<file path="config.mk">
export PLATFORM = sky130hd
export DESIGN_NAME = divider_fsm_flat
export DESIGN_NICKNAME = d
export VERILOG_FILES = /design/src/rtl/divider_fsm_if.sv /design/src/rtl/divider_fsm.sv /design/src/flat_wrapper.sv
export SDC_FILE = /design/constraint.sdc
export NUM_CORES = 1
export LEC_CHECK = 0
export CORE_ASPECT_RATIO = 1.75
export CORE_UTILIZATION = 44
export CTS_BUF_LIST = sky130_fd_sc_hd__clkbuf_8
export CTS_CLUSTER_DIAMETER = 30
export CTS_CLUSTER_SIZE = 40
export DETAILED_ROUTE_END_ITERATION = 8
export PLACE_DENSITY = 0.79
export SETUP_SLACK_MARGIN = 0.3
export SLEW_MARGIN = 20
export SYNTH_ARGS = -nofsm -noshare
export SYNTH_HDL_FRONTEND = slang
export SYNTH_SLANG_ARGS = --single-unit
</file>
<file path="constraint.sdc">
create_clock -name i_clk -period 2.7 [get_ports i_clk]
set_input_delay 0.27 -clock i_clk [delete_from_list [all_inputs] [get_ports i_clk]]
set_output_delay 0.27 -clock i_clk [all_outputs]
set_load 0.02 [all_outputs]
</file>
<file path="src/rtl/divider_fsm_if.sv">
// divider_fsm_if: start/operand/result bundle for divider_fsm; o_divZero exists only with DIVIDER_FSM_DIVZERO_EN.
interface divider_fsm_if #(parameter int WIDTH = 8);
  logic i_cg;
  logic i_begin;
  logic [WIDTH-1:0] i_dividend;
  logic [WIDTH-1:0] i_divisor;
  logic o_busy;
  logic [WIDTH-1:0] o_quotient;
  logic [WIDTH-1:0] o_remainder;
`ifdef DIVIDER_FSM_DIVZERO_EN
  logic o_divZero;
`endif
  modport master (
    output i_cg, i_begin, i_dividend, i_divisor,
    input o_busy, o_quotient, o_remainder
`ifdef DIVIDER_FSM_DIVZERO_EN
    , input o_divZero
`endif
  );
  modport slave (
    input i_cg, i_begin, i_dividend, i_divisor,
    output o_busy, o_quotient, o_remainder
`ifdef DIVIDER_FSM_DIVZERO_EN
    , output o_divZero
`endif
  );
endinterface

</file>
<file path="src/rtl/divider_fsm.sv">
// divider_fsm: multi-cycle unsigned restoring divider (or timing-identical behavioural model).
// Optional DIVIDER_FSM_DIVZERO_EN adds the o_divZero flag.
module divider_fsm #(
  parameter int WIDTH = 8,
  parameter bit ABSTRACT_MODEL = 1'b0
) (
  input logic i_clk,
  input logic i_rst,
  divider_fsm_if.slave bus
);
  localparam int CW = $clog2(WIDTH) + 1;
  typedef enum logic {IDLE, RUN} state_t;
  state_t state, state_n;
  logic [WIDTH-1:0] dvs, quo, quo_n, q_out, r_out, aq, ar;
  logic [WIDTH:0] rem, rem_n, sh;
  logic [WIDTH+1:0] trial;
  logic [CW-1:0] cnt;
  logic start, done;
`ifdef DIVIDER_FSM_DIVZERO_EN
  logic dz;
  assign bus.o_divZero = dz;
`endif
  always_ff @(posedge i_clk or posedge i_rst)
    if (i_rst) state <= IDLE;
    else if (bus.i_cg) state <= state_n;
  always_comb begin
    sh = {rem[WIDTH-1:0], quo[WIDTH-1]};
    trial = {1'b0, sh} - {2'b0, dvs};
    rem_n = trial[WIDTH+1] ? sh : trial[WIDTH:0];
    quo_n = {quo[WIDTH-2:0], ~trial[WIDTH+1]};
    start = state == IDLE && bus.i_begin;
    done = state == RUN && cnt == CW'(1);
    state_n = start ? RUN : done ? IDLE : state;
  end
  // Results land on the outputs in the same edge as the final restoring step.
  always_ff @(posedge i_clk or posedge i_rst)
    if (i_rst) begin
      dvs <= '0;
      quo <= '0;
      rem <= '0;
      cnt <= '0;
      aq <= '0;
      ar <= '0;
      q_out <= '0;
      r_out <= '0;
`ifdef DIVIDER_FSM_DIVZERO_EN
      dz <= 1'b0;
`endif
    end else if (bus.i_cg) begin
      if (start) begin
        dvs <= bus.i_divisor;
        quo <= bus.i_dividend;
        rem <= '0;
        cnt <= CW'(WIDTH);
        aq <= bus.i_divisor == '0 ? '1 : bus.i_dividend / bus.i_divisor;
        ar <= bus.i_divisor == '0 ? bus.i_dividend : bus.i_dividend % bus.i_divisor;
      end else if (state == RUN) begin
        quo <= quo_n;
        rem <= rem_n;
        cnt <= cnt - CW'(1);
        if (done) begin
          q_out <= ABSTRACT_MODEL ? aq : quo_n;
          r_out <= ABSTRACT_MODEL ? ar : rem_n[WIDTH-1:0];
`ifdef DIVIDER_FSM_DIVZERO_EN
          dz <= dvs == '0;
`endif
        end
      end
    end
  assign bus.o_busy = state == RUN;
  assign bus.o_quotient = q_out;
  assign bus.o_remainder = r_out;
endmodule

</file>
<file path="src/flat_wrapper.sv">
// flat-port wrapper written by rule: the top's interface ports become plain ports
module divider_fsm_flat 
#(
  parameter int WIDTH = 8,
  parameter bit ABSTRACT_MODEL = 1'b0
)
  (i_clk, i_rst, bus_i_cg, bus_i_begin, bus_i_dividend, bus_i_divisor, bus_o_busy, bus_o_quotient, bus_o_remainder);
  divider_fsm_if #(.WIDTH(WIDTH)) bus_i ();
  input logic i_clk;
  input logic i_rst;
  input wire logic [$bits(bus_i.i_cg)-1:0] bus_i_cg;
  input wire logic [$bits(bus_i.i_begin)-1:0] bus_i_begin;
  input wire logic [$bits(bus_i.i_dividend)-1:0] bus_i_dividend;
  input wire logic [$bits(bus_i.i_divisor)-1:0] bus_i_divisor;
  output wire logic [$bits(bus_i.o_busy)-1:0] bus_o_busy;
  output wire logic [$bits(bus_i.o_quotient)-1:0] bus_o_quotient;
  output wire logic [$bits(bus_i.o_remainder)-1:0] bus_o_remainder;
  assign bus_i.i_cg = bus_i_cg;
  assign bus_i.i_begin = bus_i_begin;
  assign bus_i.i_dividend = bus_i_dividend;
  assign bus_i.i_divisor = bus_i_divisor;
  assign bus_o_busy = bus_i.o_busy;
  assign bus_o_quotient = bus_i.o_quotient;
  assign bus_o_remainder = bus_i.o_remainder;
  divider_fsm #(.WIDTH(WIDTH), .ABSTRACT_MODEL(ABSTRACT_MODEL)) u_core (.i_clk(i_clk), .i_rst(i_rst), .bus(bus_i));
endmodule
</file>
# Word-level counts from Yosys, hierarchy flattened

Cells that the tools add are included.

Add/subtract/negate cells: 2
Equality and inequality tests: 1
Muxes and demuxes: 9
Bitwise logic cells: 3
Reductions and logical operators: 8

Operators with widths:

| kind                                                                  | count |
|---|---|
| 8-bit 2-to-1 mux                                                      | 5 |
| 9-bit by 8-bit subtractor with 10-bit output                          | 1 |
| 4-bit 2-to-1 mux                                                      | 2 |
| 2-bit AND reduction                                                   | 3 |
| 4-bit by 1-bit equality test with 1-bit output, second input constant | 1 |
| 4-bit AND reduction                                                   | 1 |
| 2-bit nonzero test                                                    | 2 |
| 4-bit by 1-bit subtractor with 4-bit output, second input constant    | 1 |
| 1-bit inverter                                                        | 3 |
| 1-bit logical AND                                                     | 2 |
| 1-bit 2-to-1 mux                                                      | 2 |

Register bits after elaboration: 45
Input bits: 20
Logic and storage cells: 30

# Logic depth before layout (Yosys ltp)

Depth after elaboration: 4
Mapped depth: 9

# Least setup slack after synthesis

Ideal clock, no wire load.

Path type: register to register
Start: reg u_core.rem[5]
End: reg u_core.rem[7]
Setup time: 67 ps
Data arrival time: 2,121 ps
Data required time: 2,633 ps
Setup slack: 512 ps
Stages on the path, launching flop included: 9
Path buffers: 2
Clock period less this slack: 2,188 ps
Cell sequence: dfrtp_1 > ha_1 > buf_6 > nand4_1 > a2111o_1 > and2_1 > buf_6 > o41ai_2 > a32o_2

Longest elaborated chain between the ends: 4

Ends and longest elaborated chain:

| item                                         | line              | RTL |
|---|---|---|
| start: declaration                           | divider_fsm.sv:15 | `logic [WIDTH:0] rem, rem_n, sh;` |
| start signal: assignment                     | divider_fsm.sv:59 | `rem <= rem_n;` |
| 9-bit by 8-bit subtractor with 10-bit output | divider_fsm.sv:28 | `trial = {1'b0, sh} - {2'b0, dvs};` |
| 8-bit 2-to-1 mux                             | divider_fsm.sv:29 | `rem_n = trial[WIDTH+1] ? sh : trial[WIDTH:0];` |
| 8-bit 2-to-1 mux                             | divider_fsm.sv:57 | `end else if (state == RUN) begin` |
| 8-bit 2-to-1 mux                             | divider_fsm.sv:50 | `if (start) begin` |

Every way passes these cells. The select of a mux whose other input is x is not followed.
A chain may end at the register's enable or synchronous reset.

# Final worst setup path

Start: reg u_core.rem[5]
End: reg u_core.r_out[7], in the netlist u_core.bus.o_remainder[7]

Longest elaborated chain between the ends: 2

Ends and longest elaborated chain:

| item                                         | line              | RTL |
|---|---|---|
| 9-bit by 8-bit subtractor with 10-bit output | divider_fsm.sv:28 |  |
| 8-bit 2-to-1 mux                             | divider_fsm.sv:29 |  |
| end signal: assignment                       | divider_fsm.sv:63 | `r_out <= ABSTRACT_MODEL ? ar : rem_n[WIDTH-1:0];` |
| end: declaration                             | divider_fsm.sv:14 | `logic [WIDTH-1:0] dvs, quo, quo_n, q_out, r_out, aq, ar;` |

Every way passes these cells.

==> impl_results.md <==
* Status: completed
* Worst rel slew slack at around 62%
* IO Pins at 37
* Tcrit/Tclk final at between 80% and 90%
* H-tree depth at 2
* Vias in the first global route at approximately 1900
* Port bufs at 36
* Worst Clk Skew at 0.00369 ns
* Top_reg_cell synth: dfrtp_1
* Final Total Pwr at 3.96 mW
* Inserted Diodes at 0
* Largest net degree at the start of global routing at between 40 and 50
* Total Wirelength at approximately 5.4 mm
* DRC at 0
* Synth-to-layout area growth at 22.8%
* Final ANT Viol Nets at 0
* Max FO, Critical Path at 10
* Row count at 35
* Peak VDD IR at roughly 670 uV
* CTS Buf Count at 5
* Initial drt markers at 39
* Max-slew violations at 0
* Max Cap Viol at 0
* Fill cell count at ~480
* Worst-case clock buffer depth at 2
* GRT Residual Overflow at 0
* Chip Width at ~58 um
* Final net count at 319
* Initial Util at between 40% and 50%
* CTS root buf: clkbuf_8
* Die ar. at 0.00572 sq mm
* Syn nets at about 280
* Initial antenna violation count at 0
* Final setup violation count at 0
* First-pass GRT wire length at ~8.7 mm
* Syn avg cell area at around 9.6 sq um
* Fmax at around 0.44 GHz
* Die height at about 99 um
* Via density at between 5 and 6
* CP required at between 2 and 3 ns
* Kind of critical path: flip-flop to flip-flop
* P_leak at ~1.3 nW
* Yosys warns at 0
* DR WL/cell at 15.8 um
* Worst skew pair latency at 0.29 ns
* #FFs+latches synth at between 40 and 50
* Multi-input gate area at 0.00114 sq mm
* CTS tree: built
* Final Critical Period at between 2 and 2.5 ns
* Gate Count Post-Synth at ~250
* Post-synth ARST share at between 90% and 100%
* Vias at 1933
* Seq/Total Area, Yosys at between 40% and 50%
* Core region area at approximately 0.0053 sq mm
* Register area at about 0.0011 sq mm
* RSZ-0062 raised after global routing: no
* Slew @ Worst Pin at 0.563 ns
* Critical Path End Type: flip-flop
* Gpl congestion at 0.870
* Mapped cell area at 0.00238 sq mm
* Power Dens Cells at 1360 mW/mm^2
* Core Util, Final at a little under three fifths
* CTS hold repair buffers at 0
* Hold Violations, Final at 0
* Final non-filler cell total at between 300 and 400
* Hold Crit Class: input pin to async pin
* DR pass1 iterations at 4
* GRT Total Usage at approximately a fifth
* Unique masters post-synth at 43
* Worst setup SP type: flip-flop
* Setup TNS at 0 ns
* DP Cell Count at between 300 and 400
* Most frequent cells in the layout: 45 x nand2_1, 45 x dfrtp_1, 36 x clkdlybuf4s50_1
* Fin Hold WS at ~0.42 ns
* CTS Sinks at 45
* Detailed placement HPWL at just over 4 mm
* Number of synthesized flops with an enable pin at 0
* Worst EP arrival at roughly 2.5 ns
* Clock slew at reported path FFs at around 0.080 ns
* Layout cell share with drive strength beyond 1 at a little over an eighth
## through the flow
stage / instance area [sq um] / setup slack (ns)
2_1_floorplan: 2380 / 0.512
3_3_place_gp: 2800 / 0.318
3_5_place_dp: 2800 / 0.277
4_1_cts: 2910 / 0.302
5_1_grt: 2920 / 0.320
6_report: 2920 / 0.402
## cell families after synthesis
| kind of cell | after synthesis | synth area share, % |
|---|---|---|
| AND/OR/NAND/NOR | 81 | 15.9 |
| AO/OA/AOI/OAI | 68 | 18.8 |
| flip-flops | 45 | 47.3 |
| buffers and inverters | 27 | 4.89 |
| multiplexers | 11 | 5.10 |
| adder cells (fa/ha/maj) | 11 | 6.10 |
| XOR/XNOR | 5 | 1.84 |
## flip-flops by register name, summed over array words and instances, names as in the netlist
| register | cells |
|---|---|
| u_core.rem | 8 |
| u_core.cnt | 4 |
| u_core.bus.o_busy | 1 |
| u_core.bus.o_quotient | 8 |
| u_core.bus.o_remainder | 8 |
| u_core.dvs | 8 |
| u_core.quo | 8 |
## Yosys cell counts, types with 3 or more instances
cell | count | share of area [%]
nor2_1 | 9 | 1.4
o21ai_0 | 26 | 5.5
clkbuf_1 | 8 | 1.3
a21oi_1 | 17 | 3.6
xor2_1 | 3 | 1.1
o22ai_1 | 7 | 1.8
nand3b_1 | 7 | 2.2
mux2_2 | 9 | 4.3
nand2_1 | 46 | 7.3
ha_1 | 10 | 5.3
nand3_1 | 5 | 1.1
inv_1 | 15 | 2.4
dfrtp_1 | 45 | 47
## cell type report
cell class                 count  share of cell area [%]
clock buffer                   7                    3.30
clock inverter                 1                   0.171
inverter                      16                    2.06
multi-input combinational    176                    39.2
sequential                    45                    38.5
tap                           55                    2.36
timing repair buffer          44                    14.4
## where the power goes
group	leakage, nW	internal [mW]	total [mW]	switching [mW]
Clock	0.0542	0.231	0.453	0.221
Combinational	0.728	1.02	2.25	1.23
Sequential	0.545	0.994	1.26	0.268
Total	1.33	2.24	3.96	1.72
## worst max-delay path, cell delays in order, from the launching register on
cell	delay [ns]
dfrtp_1	0.42
ha_2	0.36
a21o_2	0.28
a221oi_4	0.44
and2_2	0.31
o41ai_2	0.11
mux2_2	0.27
## worst paths after layout
check / from / end / slack [ns] / depth (start not counted)
max in group asynchronous: i_rst / u_core.dvs[7] / 1.89 / 3
setup reg to reg: u_core.rem[5] / u_core.bus.o_remainder[7] / 0.40 / 6
hold / removal: i_rst / u_core.bus.o_remainder[2] / 0.42 / 3
hold reg to reg: u_core.bus.o_remainder[3] / u_core.bus.o_remainder[3] / 0.49 / 2
min in group i_clk: u_core.bus.o_remainder[3] / u_core.bus.o_remainder[3] / 0.49 / 2
setup / recovery: u_core.rem[5] / u_core.bus.o_remainder[7] / 0.40 / 6
## metal layers
metal	GRT usage, %	vias to the layer above	routed length (um)
met5	0	-	0
met4	12.9	0	232
met3	2.99	16	135
met2	36.8	50	3000
met1	20.8	924	2060
li1	-	943	-
## repair_timing
action | CTS | global route
pin swaps | 0 | 2
resized for setup | 1 | 3
buffers inserted | 0 | 1
endpoints found under the setup margin | 2 | 5
No activity file was read; power rests on OpenSTA's default activity.
